===== src/rtl/pipeline_stage_pkg.sv =====
// Shared definitions for pipeline_stage: default payload width and the
// EMPTY/ONE/TWO state encoding, which doubles as the held-entry count.
package pipeline_stage_pkg;

    localparam int DATA_BUS_WIDTH = 32;

    typedef enum logic [1:0] {
        EMPTY = 2'd0,
        ONE   = 2'd1,
        TWO   = 2'd2
    } stage_state_t;

    // The encoding is chosen so a state maps directly onto the entry count.
    function automatic logic [1:0] state_count(input stage_state_t s);
        return 2'(s);
    endfunction

endpackage


===== src/rtl/pipeline_stage_buf.sv =====
// pipeline_stage_buf: payload register with load enable and synchronous clear
// to RESET_VALUE; clear wins over load.
module pipeline_stage_buf
    import pipeline_stage_pkg::*;
#(
    parameter int                    DATA_WIDTH  = DATA_BUS_WIDTH,
    parameter logic [DATA_WIDTH-1:0] RESET_VALUE = '0
) (
    input  logic                  clk,
    input  logic                  clear,
    input  logic                  load,
    input  logic [DATA_WIDTH-1:0] d,
    output logic [DATA_WIDTH-1:0] q
);

    always_ff @(posedge clk) begin
        if (clear) begin
            q <= RESET_VALUE;
        end else if (load) begin
            q <= d;
        end
    end

endmodule


===== src/rtl/pipeline_stage.sv =====
// pipeline_stage: one-entry register slice; with PIPELINE_STAGE_SKID_EN defined
// it becomes a two-entry skid buffer whose in_ready comes straight from a flop.
module pipeline_stage
    import pipeline_stage_pkg::*;
#(
    parameter int                    DATA_WIDTH  = DATA_BUS_WIDTH,
    parameter logic [DATA_WIDTH-1:0] RESET_VALUE = '0
) (
    input  logic                  clk,
    input  logic                  rst,
    input  logic                  flush,
    input  logic                  in_valid,
    output logic                  in_ready,
    input  logic [DATA_WIDTH-1:0] in_data,
    output logic                  out_valid,
    input  logic                  out_ready,
    output logic [DATA_WIDTH-1:0] out_data,
    output logic [1:0]            count
);

    // Handshake: an entry moves across a side only at a rising edge where that
    // side's valid and ready are both high; once out_valid is raised, out_valid
    // and out_data hold until out_ready takes the entry (or flush/rst drops it).

    stage_state_t          state;
    stage_state_t          state_next;
    logic                  in_fire;
    logic                  out_fire;
    logic                  clear;
    logic                  main_load;
    logic [DATA_WIDTH-1:0] main_d;
    logic [DATA_WIDTH-1:0] main_q;

    assign in_fire   = in_valid & in_ready;
    assign out_valid = (state != EMPTY);
    assign out_fire  = out_valid & out_ready;
    assign clear     = rst | flush;
    assign count     = state_count(state);

    // main may still hold a departed entry after ONE -> EMPTY; mask it.
    assign out_data  = out_valid ? main_q : RESET_VALUE;

    pipeline_stage_buf #(
        .DATA_WIDTH  (DATA_WIDTH),
        .RESET_VALUE (RESET_VALUE)
    ) u_main (
        .clk   (clk),
        .clear (clear),
        .load  (main_load),
        .d     (main_d),
        .q     (main_q)
    );

`ifdef PIPELINE_STAGE_SKID_EN

    logic                  in_ready_q;
    logic                  skid_load;
    logic [DATA_WIDTH-1:0] skid_q;

    assign in_ready = in_ready_q;

    always_comb begin
        state_next = state;
        main_load  = 1'b0;
        main_d     = in_data;
        skid_load  = 1'b0;
        case (state)
            EMPTY: begin
                if (in_fire) begin
                    main_load  = 1'b1;
                    state_next = ONE;
                end
            end
            ONE: begin
                if (in_fire && out_fire) begin
                    main_load = 1'b1;
                end else if (in_fire) begin
                    skid_load  = 1'b1;
                    state_next = TWO;
                end else if (out_fire) begin
                    state_next = EMPTY;
                end
            end
            TWO: begin
                if (out_fire) begin
                    main_load  = 1'b1;
                    main_d     = skid_q;
                    state_next = ONE;
                end
            end
            default: begin
                state_next = EMPTY;
            end
        endcase
    end

    // in_ready is registered from the next state, so out_ready never reaches it.
    always_ff @(posedge clk) begin
        if (clear) begin
            state      <= EMPTY;
            in_ready_q <= 1'b1;
        end else begin
            state      <= state_next;
            in_ready_q <= (state_next != TWO);
        end
    end

    pipeline_stage_buf #(
        .DATA_WIDTH  (DATA_WIDTH),
        .RESET_VALUE (RESET_VALUE)
    ) u_skid (
        .clk   (clk),
        .clear (clear),
        .load  (skid_load),
        .d     (in_data),
        .q     (skid_q)
    );

`else

    assign in_ready = !out_valid | out_ready;
    assign main_d   = in_data;

    always_comb begin
        state_next = state;
        main_load  = 1'b0;
        case (state)
            EMPTY, ONE: begin
                if (in_fire) begin
                    main_load  = 1'b1;
                    state_next = ONE;
                end else if (out_fire) begin
                    state_next = EMPTY;
                end
            end
            default: begin
                state_next = EMPTY;
            end
        endcase
    end

    always_ff @(posedge clk) begin
        if (clear) begin
            state <= EMPTY;
        end else begin
            state <= state_next;
        end
    end

`endif

endmodule


===== config.mk =====
export PLATFORM = sky130hd
export DESIGN_NAME = pipeline_stage
export DESIGN_NICKNAME = d
export VERILOG_FILES = /design/src/rtl/pipeline_stage_pkg.sv /design/src/rtl/pipeline_stage_buf.sv /design/src/rtl/pipeline_stage.sv
export SDC_FILE = /design/constraint.sdc
export NUM_CORES = 1
export LEC_CHECK = 0
export ABC_AREA = 0
export BUFFER_PORTS_ARGS = -buffer_cell sky130_fd_sc_hd__buf_2
export CORE_MARGIN = 2
export CORE_UTILIZATION = 50
export CTS_BUF_LIST = sky130_fd_sc_hd__clkbuf_4 sky130_fd_sc_hd__clkbuf_8 sky130_fd_sc_hd__clkbuf_16
export CTS_CLUSTER_SIZE = 25
export DETAILED_ROUTE_END_ITERATION = 6
export GPL_TIMING_DRIVEN = 0
export HOLD_SLACK_MARGIN = 0.05
export PLACE_DENSITY = 0.82
export SYNTH_ARGS = -nofsm -noshare
export SYNTH_HDL_FRONTEND = slang
export SYNTH_SLANG_ARGS = --single-unit

===== constraint.sdc =====
create_clock -name clk -period 3.4 [get_ports clk]
set_input_delay 0.34 -clock clk [delete_from_list [all_inputs] [get_ports clk]]
set_output_delay 0.34 -clock clk [all_outputs]
set_load 0.1 [all_outputs]

# --- Word level (Yosys, flattened, before mapping) ---
# Cells that the tools add are included.
word_totals:
  ff_bits: 33
  output_inout_bits: 36
  inputBits: 37
op_classes:
  reduce_logical: 5
  mux: 5
  bitwise: 5
op_table:
  columns: ["cell", "count"]
  rows:
  - ["two-way mux 32 bit", 1]
  - ["two-way mux 1 bit", 4]
  - ["OR reduction 2 bit", 2]
  - ["bitwise AND 1 bit", 2]
  - ["logical NOT 2 bit", 1]
  - ["bitwise OR 1 bit", 2]
  - ["nonzero test 2 bit", 1]
  - ["logical NOT 1 bit", 1]
  - ["inverter 1 bit", 1]

# --- Logic depth before layout (Yosys ltp) ---
# Gate-level depths: netlist of the first run.
depth:
  ltp_word: 5
  ltp_mapped: 5
  ltp_nobuf: 3

# --- Modules after synthesis ---
# A second synthesis of the first run with hierarchy kept.
hier_totals:
  hier_cells: 147
  area_unflattened_um2: 1445.1
by_module_without_submodules:
  columns: ["module", "cells_per_inst", "seq_area_each_um2", "area_each_um2", "n_inst"]
  rows:
  - ["pipeline_stage_buf", 103, 640.6, 1163.6, 1]
  - ["pipeline_stage", 44, 20.0, 281.5, 1]

# --- Least setup slack after synthesis of the first run ---
# Ideal clock, no wire load.
synth_timing:
  path_type: "register to output"
  start: "reg state[0] (netlist: count[0])"
  end: "out out_data[0]"
  path_stages_with_launch: 3
  path_slack_ns: 1.011
  t_arrival_ns: 2.049
  required_ns: 3.060
  path_cell_list: "dfxtp_1 > clkbuf_1 > and2_1"
synth_between:
  elab_chain_cells: 1
synth_rtl:
  columns: ["item", "line", "text"]
  rows:
  - ["from (decl)", "pipeline_stage.sv:25", "stage_state_t state;"]
  - ["from (signal assigned)", "pipeline_stage.sv:146", "state <= state_next;"]
  - ["two-way mux 32 bit", "pipeline_stage.sv:41", "assign out_data = out_valid ? main_q : RESET_VALUE;"]
  - ["to (decl)", "pipeline_stage.sv:17", "output logic [DATA_WIDTH-1:0] out_data,"]
# Every way passes these cells.

# --- Final worst setup path of the first run ---
layout_timing:
  start: "reg state[0] (netlist: count[0])"
  end: "out out_data[22]"
# Same word-level chain as after synthesis.

==> impl_metrics.json, run 1 <==
{
  "synth_area_sq_um": 1580,
  "yosysUniqueCellTypes": 18,
  "route.vias.total": 1582,
  "cts.clk_slew.worst_paths_ns": 0.10,
  "status": "complete, no violations",
  "synth_top_family_by_area": "simple AND/OR/NAND/NOR gates",
  "synth_top_area_cell": "dfxtp_1",
  "irDropWorstVdd_uv": 250,
  "fin_tns_setup_ns": 0,
  "pwr-share-comb_pct": 17.1,
  "die_h_um": 60.3,
  "clkLatencyLatePin_ns": 0.32,
  "synth_edf_count": 0,
  "async_reset_ff_share_pct": 0,
  "cp.arrival_ns": 1.75,
  "cts_root_buf": "clkbuf_4",
  "synth_most_common_cell": "dfxtp_1",
  "rsz0062_at_grt": "no",
  "num_rows": 20,
  "drt-met1-wl_um": 1660,
  "grt_pass1_vias": 1417,
  "swShare_pct": 29.5,
  "grt_usage_pct": 22.6,
  "met2WireLength_um": 1870,
  "fin_worst_skew_ns": 0.00316,
  "grt_max_degree": 11,
  "coreArea_sq_um": 3030,
  "viasPerCell": 5.07,
  "fin_crit_ns": 2.09,
  "syn_nets": 227,
  "ys_top_cells_by_count": "33 x dfxtp_1, 32 x and2_1, 32 x nand2_1, 32 x nand4_1, 20 x o21ai_2",
  "ys_seq_elements": 33,
  "final_nets": 304,
  "yosys.area.top_type_share_pct": 41.7,
  "ys_seq_area_share_pct": 41.7,
  "antenna_found_initial": 0,
  "finalCritPeriodShare_pct": 61.5,
  "intPower_uw": 527,
  "numCtsBuffers": 5,
  "drt-pass1-iter-count": 4,
  "layout-drive-gt1-share_pct": 42.2,
  "cts_tree": "done",
  "syn_area_per_cell_sq_um": 8.34,
  "route.met3.wl_um": 246,
  "htreeDepth": 2,
  "slew_viol_final": 0,
  "ant_nets": 0,
  "start_util_pct": 52.3,
  "overflow": 0,
  "wire_per_inst_um": 12.2,
  "p_seq_share_pct": 54.4,
  "die_x_um": 60.3,
  "worst_hold_path_type": "input port to flip-flop",
  "clkPwrFrac_pct": 28.5,
  "synthCells": 190,
  "synthAdderAreaFrac_pct": 0,
  "synthMuxAreaShare_pct": 0,
  "placedCellCount": 304,
  "p_leak_uw": 0.000946,
  "crit_type": "flip-flop to primary output",
  "pin_count": 73,
  "ctsHoldBuffers": 0,
  "p_per_area_nw_per_um2": 365,
  "switching_power_uw": 221,
  "top_layer": "met4",
  "synthSimpleGateAreaFrac_pct": 34.0,
  "area_delta_synth_final_pct": 29.1,
  "clkSinkCount": 33,
  "synth_compound_area_share_pct": 15.3,
  "port_buffers": 70,
  "grt_first_pass_wirelength_um": 6110,
  "postCtsSetupBuffers": 0,
  "clock_path_buffers": 2,
  "worstPathMaxFanout": 10,
  "cp.required_ns": 3.06,
  "num_antenna_cells": 0,
  "finalHoldViolCount": 0,
  "stdcell_count": 312,
  "cts_resized": 0,
  "ys.flop_type": "dfxtp_1",
  "end_kind": "primary output",
  "synth_area_leaders": "dfxtp_1 42%, and2_1 13%, nand4_1 13%, o21ai_2 11%, nand2_1 7.6%",
  "wl_um": 3820,
  "yosys.area_share.xor_xnor_pct": 0,
  "fillers": 282,
  "yosysWarnings": 0,
  "drcViolationCount": 0,
  "drt_first_iter_violations": 39,
  "die_area_sq_um": 3630,
  "max_freq_mhz": 478,
  "setup_viol": 0,
  "hpwl_um": 2780,
  "worstSetupStartpointType": "flip-flop",
  "drv_cap": 0,
  "gp_congestion": 0.746
}
worst max-delay path, cell delays in order (launching register included):
cell and delay, ns:
dfxtp_1 0.49, clkbuf_1 0.33, and2_1 0.19, buf_2 0.42
logic make-up (layout without fill, tap and decap cells):
family / after synthesis / count (layout)
AND/OR/NAND/NOR: 99 / 99
other: 1 / 1
AO/OA/AOI/OAI: 33 / 33
buffers and inverters: 24 / 102
flip-flops: 33 / 33
metrics by stage:
step                cell area, sq um  utilization (%)  worst slack [ns]  power, uW  hold WS [ns]
global route                    2040             67.5              1.16        783         0.228
finish                          2040             67.5              1.31        747         0.255
detailed placement              1990             65.7              1.62        544         0.437
floorplan                       1580                -              1.01        504         0.424
CTS                             2040             67.5              1.25        752         0.240
global placement                1990             65.7              1.67        542         0.432
area by class of cell:
| cell class | count | area (sq um) | area share, % |
|---|---|---|---|
| inverters | 1 | 3.75 | 0.184 |
| flip-flops and latches | 33 | 661 | 32.3 |
| clock inverters | 2 | 10.0 | 0.490 |
| repair buffers | 70 | 350 | 17.1 |
| clock buffers | 6 | 45.0 | 2.20 |
| plain buffers | 23 | 134 | 6.55 |
| well taps | 44 | 55.1 | 2.69 |
| multi-input cells | 133 | 786 | 38.4 |
path summary, 6_finish.rpt:
| check | slack (ns) | cells after the start | from | endpoint |
|---|---|---|---|---|
| min reg2reg | 0.45 | 2 | u_main.q[28] | u_main.q[28] |
| max | 1.31 | 3 | count[0] | out_data[22] |
| min | 0.26 | 3 | in_data[1] | u_main.q[1] |
| max reg2reg | 2.07 | 5 | count[0] | u_main.q[27] |
cell usage in the layout (no fill, tap or decap), types with 2 or more instances in the layout:
cell	count
buf_2	78
dfxtp_1	33
and2_1	32
nand2_1	32
nand4_1	32
o21ai_2	20
o21ai_1	10
clkbuf_1	8
clkbuf_4	6
buf_6	4
o21ai_0	2
buf_4	2
clkinv_2	2
sequential cells by signal (all words and copies together), names as in the netlist:
register and flops:
u_main.q 32, count 1
layer usage:
metal / vias up / GRT usage, %
met4: 0 / 6.98
met1: 718 / 27.2
met2: 51 / 38.2
met5: - / 0
met3: 6 / 7.36
li1: 807 / -
power by group through the flow:
stage / logic [uW] / registers (uW) / clock network (uW)
after floorplan: 87.6 / 417 / 0
after global placement: 127 / 415 / 0
after detailed placement: 129 / 415 / 0
after CTS: 129 / 406 / 217
after global routing: 139 / 408 / 236
final: 128 / 406 / 213
No activity file was read; power rests on OpenSTA's default activity.
==> inputs of run 2 (changes only) <==
--- a/config.mk
+++ b/config.mk
@@ -8,13 +8,13 @@
 export ABC_AREA = 0
 export BUFFER_PORTS_ARGS = -buffer_cell sky130_fd_sc_hd__buf_2
 export CORE_MARGIN = 2
-export CORE_UTILIZATION = 50
+export CORE_UTILIZATION = 42
 export CTS_BUF_LIST = sky130_fd_sc_hd__clkbuf_4 sky130_fd_sc_hd__clkbuf_8 sky130_fd_sc_hd__clkbuf_16
 export CTS_CLUSTER_SIZE = 25
 export DETAILED_ROUTE_END_ITERATION = 6
 export GPL_TIMING_DRIVEN = 0
 export HOLD_SLACK_MARGIN = 0.05
-export PLACE_DENSITY = 0.82
+export PLACE_DENSITY = 0.73
 export SYNTH_ARGS = -nofsm -noshare
 export SYNTH_HDL_FRONTEND = slang
 export SYNTH_SLANG_ARGS = --single-unit
==> constraint.sdc (replaced) <==
create_clock -name clk -period 1.7 [get_ports clk]
set_input_delay 0.17 -clock clk [delete_from_list [all_inputs] [get_ports clk]]
set_output_delay 0.17 -clock clk [all_outputs]
set_load 0.1 [all_outputs]
==> impl_metrics.json, run 2 (same netlist as run 1, synthesis figures left out) <==
{
  "clkSinkCount": 33,
  "p_per_area_nw_per_um2": 762,
  "fin_tns_setup_ns": 0,
  "clkPwrFrac_pct": 35.9,
  "drv_cap": 0,
  "route.vias.total": 1562,
  "fin_crit_ns": 1.59,
  "largest_reg_flops": 32,
  "cts.clk_slew.worst_paths_ns": 0.06,
  "ant_nets": 0,
  "pwr-share-comb_pct": 15.6,
  "hpwl_um": 2800,
  "multi_input_area_sq_um": 823,
  "finalCritPeriodShare_pct": 93.4,
  "use_met3_pct": 4.11,
  "start_util_pct": 43.6,
  "drt_first_iter_violations": 86,
  "grt_first_pass_wirelength_um": 6420,
  "use_met1_pct": 25.2,
  "wire_per_inst_um": 12.4,
  "drt-pass1-iter-count": 4,
  "top_register": "u_main.q",
  "num_antenna_cells": 0,
  "fin_ws_ns": 0.112,
  "grt_usage_pct": 19.8,
  "htreeDepth": 2,
  "whs_ns": 0.122,
  "die_h_um": 65.4,
  "layout-drive-gt1-share_pct": 54.7,
  "overflow": 0,
  "coreArea_sq_um": 3630,
  "layout_commonest_cell": "buf_2",
  "cts_root_buf": "clkbuf_8",
  "timing.critical_path.buf_inv": 2,
  "area_delta_synth_final_pct": 39.2,
  "gp_congestion": 0.776,
  "intPower_uw": 1220,
  "crit_type": "flip-flop to primary output",
  "cp_cell_sequence": "clkbuf_2 > and2_2 > clkbuf_4",
  "drcViolationCount": 0,
  "numCtsBuffers": 5,
  "swShare_pct": 27.2,
  "cp.required_ns": 1.53,
  "switching_power_uw": 457,
  "die_area_sq_um": 4280,
  "clkLatencyLatePin_ns": 0.29,
  "worstPathMaxFanout": 10,
  "setup_viol": 0,
  "irDropWorstVdd_uv": 520,
  "cts_tree": "done",
  "slew_viol_final": 0,
  "port_buffers": 70,
  "status": "complete, no violations",
  "worst_path_max_delay_cell": "dfxtp_2",
  "cp_top_family": "buffers and inverters",
  "reg2reg_slack_ns": 0.41,
  "grt_max_degree": 11,
  "viasPerCell": 4.96,
  "wl_um": 3910,
  "die_x_um": 65.4,
  "max_freq_mhz": 630,
  "slowest_delay_ns": 0.42,
  "end_kind": "primary output",
  "grt.busiest_layer": "met2",
  "mostFrequentLayoutCells": "47 x buf_2, 32 x nand2_1, 32 x nand4_1, 32 x dfxtp_1, 30 x and2_2",
  "final_nets": 304,
  "worstSetupStartpointType": "flip-flop",
  "grt_util_met2_pct": 31.3,
  "fillers": 355,
  "grt_pass1_vias": 1369,
  "pin_count": 73,
  "ctsHoldBuffers": 0,
  "p_seq_share_pct": 48.4,
  "rsz0062_at_grt": "no",
  "clock_path_buffers": 2,
  "num_rows": 22,
  "antenna_found_initial": 0,
  "p_leak_uw": 0.000983,
  "seq_area_sq_um": 662,
  "worst_hold_path_type": "input port to flip-flop",
  "fin_worst_skew_ns": 0.00512,
  "pre_cts_slack_ns": 0.169,
  "cp.arrival_ns": 1.42,
  "finalHoldViolCount": 0
}
run 2: cell count changes in the layout (fill, tap and decap cells not counted), moves of 3 or more:
cell,before,now
clkbuf_4,6,14
clkbuf_8,0,6
and2_2,0,30
clkbuf_2,0,3
buf_4,2,20
buf_2,78,47
clkbuf_1,8,5
and2_1,32,2
run 2: cell type report:
type,count,area share [%]
multi-input combinational,133,37.3
buffer,23,6.24
inverter,1,0.170
timing repair buffer,70,19.4
sequential,33,30.0
tap,48,2.72
clock buffer,7,4.09
run 2: path summary, 6_finish.rpt:
kind               start      endpoint  cells past startpoint
min reg2reg  u_main.q[3]   u_main.q[3]                      2
max reg2reg     count[0]  u_main.q[13]                      5
max             count[0]  out_data[20]                      3
min           in_data[3]   u_main.q[3]                      3
run 2: stage by stage:
step / std cells / cell area (sq um) / power, uW / utilization, %
floorplan: 190 / 1620 / 1010 / -
detailed placement: 308 / 2030 / 1090 / 56.0
finish: 315 / 2200 / 1680 / 60.7
global placement: 308 / 2030 / 1090 / 56.0
global route: 315 / 2200 / 1760 / 60.7
CTS: 315 / 2170 / 1690 / 59.7
run 2: worst reg2reg max path: cells and delay by family (launching register included):
family / cells / cell delay [ns]
buffers and inverters: 2 / 0.49
DFF: 1 / 0.37
and+or+nand+nor: 2 / 0.27
AOI/OAI and AO/OA: 1 / 0.08
run 2: power groups by stage:
stage,clock (uW),sequential [uW],combinational (uW)
floorplan,0,834,177
global placement,0,830,258
detailed placement,0,831,259
CTS,613,814,262
global route,655,816,285
finish,604,814,262
run 2: what timing repair did:
| item | in CTS | in global routing |
|---|---|---|
| resized for setup | 20 | 15 |
| endpoints found under the setup margin | 31 | 23 |
| buffers inserted | 0 | 0 |
run 2: metal layers:
metal | share of wire, % | wire length, um
met5 | 0 | 0
met3 | 5.2 | 203
met4 | 2.2 | 86
met2 | 48 | 1880
met1 | 45 | 1740
==> inputs of run 3 (changes only) <==
--- a/config.mk
+++ b/config.mk
@@ -8,13 +8,14 @@
 export ABC_AREA = 0
 export BUFFER_PORTS_ARGS = -buffer_cell sky130_fd_sc_hd__buf_2
 export CORE_MARGIN = 2
-export CORE_UTILIZATION = 42
+export CORE_UTILIZATION = 25
 export CTS_BUF_LIST = sky130_fd_sc_hd__clkbuf_4 sky130_fd_sc_hd__clkbuf_8 sky130_fd_sc_hd__clkbuf_16
 export CTS_CLUSTER_SIZE = 25
 export DETAILED_ROUTE_END_ITERATION = 6
 export GPL_TIMING_DRIVEN = 0
 export HOLD_SLACK_MARGIN = 0.05
-export PLACE_DENSITY = 0.73
+export PLACE_DENSITY = 0.47
+export SLEW_MARGIN = 20
 export SYNTH_ARGS = -nofsm -noshare
 export SYNTH_HDL_FRONTEND = slang
 export SYNTH_SLANG_ARGS = --single-unit
==> impl_metrics.json, run 3 (same netlist as run 1, synthesis figures left out) <==
{
  "status": "complete, no violations",
  "worstSetupStartpointType": "flip-flop",
  "worst_hold_path_type": "input port to flip-flop",
  "rr_worst_depth": 5,
  "route.vias.total": 1540,
  "num_rows": 29,
  "start_util_pct": 25.4,
  "die_h_um": 83.6,
  "die_area_sq_um": 6990,
  "drv_cap": 0,
  "crit_path_start": "count[0]",
  "grt_first_pass_wirelength_um": 7310,
  "fillers": 692,
  "coreArea_sq_um": 6240,
  "cp.arrival_ns": 1.42,
  "top_register": "u_main.q",
  "clock_path_buffers": 2,
  "irDropWorstVdd_uv": 322,
  "setup_viol": 0,
  "r2r_end": "u_main.q[10]",
  "ctsHoldBuffers": 0,
  "clkSinkCount": 33,
  "area_delta_synth_final_pct": 41.5,
  "postCtsSetupBuffers": 0,
  "largest_reg_flops": 32,
  "r2r_start": "count[0]",
  "rsz0062_at_grt": "no",
  "wl_um": 4490,
  "p_leak_uw": 0.000990,
  "overflow": 0,
  "cts_root_buf": "clkbuf_8",
  "grt_usage_pct": 13.1,
  "worstPathMaxFanout": 10,
  "finalCritPeriodShare_pct": 93.5,
  "fin_tns_setup_ns": 0,
  "ant_nets": 0,
  "drcViolationCount": 0,
  "grt_pass1_vias": 1486,
  "crit_type": "flip-flop to primary output",
  "die_x_um": 83.6,
  "viasPerCell": 4.48,
  "max_freq_mhz": 629,
  "cp.required_ns": 1.53,
  "gp_congestion": 0.685,
  "stdcell_count": 344,
  "slew_viol_final": 0,
  "placedCellCount": 337,
  "reg2reg_slack_ns": 0.37,
  "cts.clk_slew.worst_paths_ns": 0.07,
  "crit_path_end": "in_ready",
  "port_buffers": 70,
  "end_kind": "primary output",
  "grt_max_degree": 11,
  "wire_per_inst_um": 13.0,
  "num_antenna_cells": 0,
  "hp-start": "in_data[24]",
  "hpwl_um": 3120,
  "p_per_area_nw_per_um2": 756,
  "finalHoldViolCount": 0,
  "cts_tree": "done",
  "drt-pass1-iter-count": 4,
  "antenna_found_initial": 0,
  "cts_resized": 34,
  "fin_worst_skew_ns": 0.00123,
  "fin_crit_ns": 1.59,
  "htreeDepth": 2,
  "numCtsBuffers": 5,
  "mostFrequentLayoutCells": "47 x buf_2, 33 x buf_4, 32 x nand2_1, 32 x nand4_1, 32 x dfxtp_1",
  "clkLatencyLatePin_ns": 0.28,
  "drt_first_iter_violations": 32,
  "final_nets": 304,
  "layout-drive-gt1-share_pct": 54.7,
  "pin_count": 73,
  "layout_commonest_cell": "buf_2"
}
[run 3: cell count changes in the layout (fill, tap and decap cells not counted), sizes merged]
cell	before	now
clkbuf	28	15
buf	72	85
[run 3: metal layers]
metal	part of all wire, %	wire, um	global-route usage [%]
met1	48	2180	17.9
met2	41	1850	18.7
met3	8.9	401	5.04
met4	1.3	59	4.84
met5	0	0	0
[run 3: per-stage QoR]
stage	setup WS (ns)	hold WS (ns)	power, uW	instance area [sq um]	util [%]
detailed placement	0.103	0.408	1100	2070	33.2
finish	0.110	0.122	1690	2240	35.9
global route	0.0177	0.122	1780	2240	35.9
floorplan	0.00242	0.313	1010	1620	-
global placement	0.106	0.410	1100	2070	33.2
CTS	0.0895	0.118	1720	2240	35.9
[run 3: how the worst min path moves through the flow]
stage	endpoint	slack, ns	cells after the start
2_1_floorplan	u_main.q[0]	0.31	2
3_3_place_gp	u_main.q[0]	0.41	3
3_5_place_dp	u_main.q[25]	0.41	3
4_1_cts	u_main.q[24]	0.12	3
5_1_grt	u_main.q[29]	0.12	3
6_report	u_main.q[24]	0.12	3
[run 3: area by class of cell]
| cell class | count | area (sq um) | area share (%) |
|---|---|---|---|
| clock buffer | 7 | 90.1 | 4.02 |
| inverter | 1 | 3.75 | 0.168 |
| timing repair buffer | 70 | 428 | 19.1 |
| buffer | 23 | 138 | 6.14 |
| sequential | 33 | 662 | 29.5 |
| tap | 77 | 96.3 | 4.30 |
| multi-input combinational | 133 | 823 | 36.7 |
[run 3: worst max-delay path, stage by stage (launching register included)]
cell      delay [ns]
dfxtp_2         0.37
nand2b_1        0.10
buf_6           0.13
buf_2           0.21
buf_4           0.32
[run 3: where the power goes]
| part | total (uW) | internal, uW | switching (uW) |
|---|---|---|---|
| Sequential | 813 | 800 | 13.3 |
| Combinational | 267 | 86.0 | 181 |
| Clock | 614 | 337 | 277 |
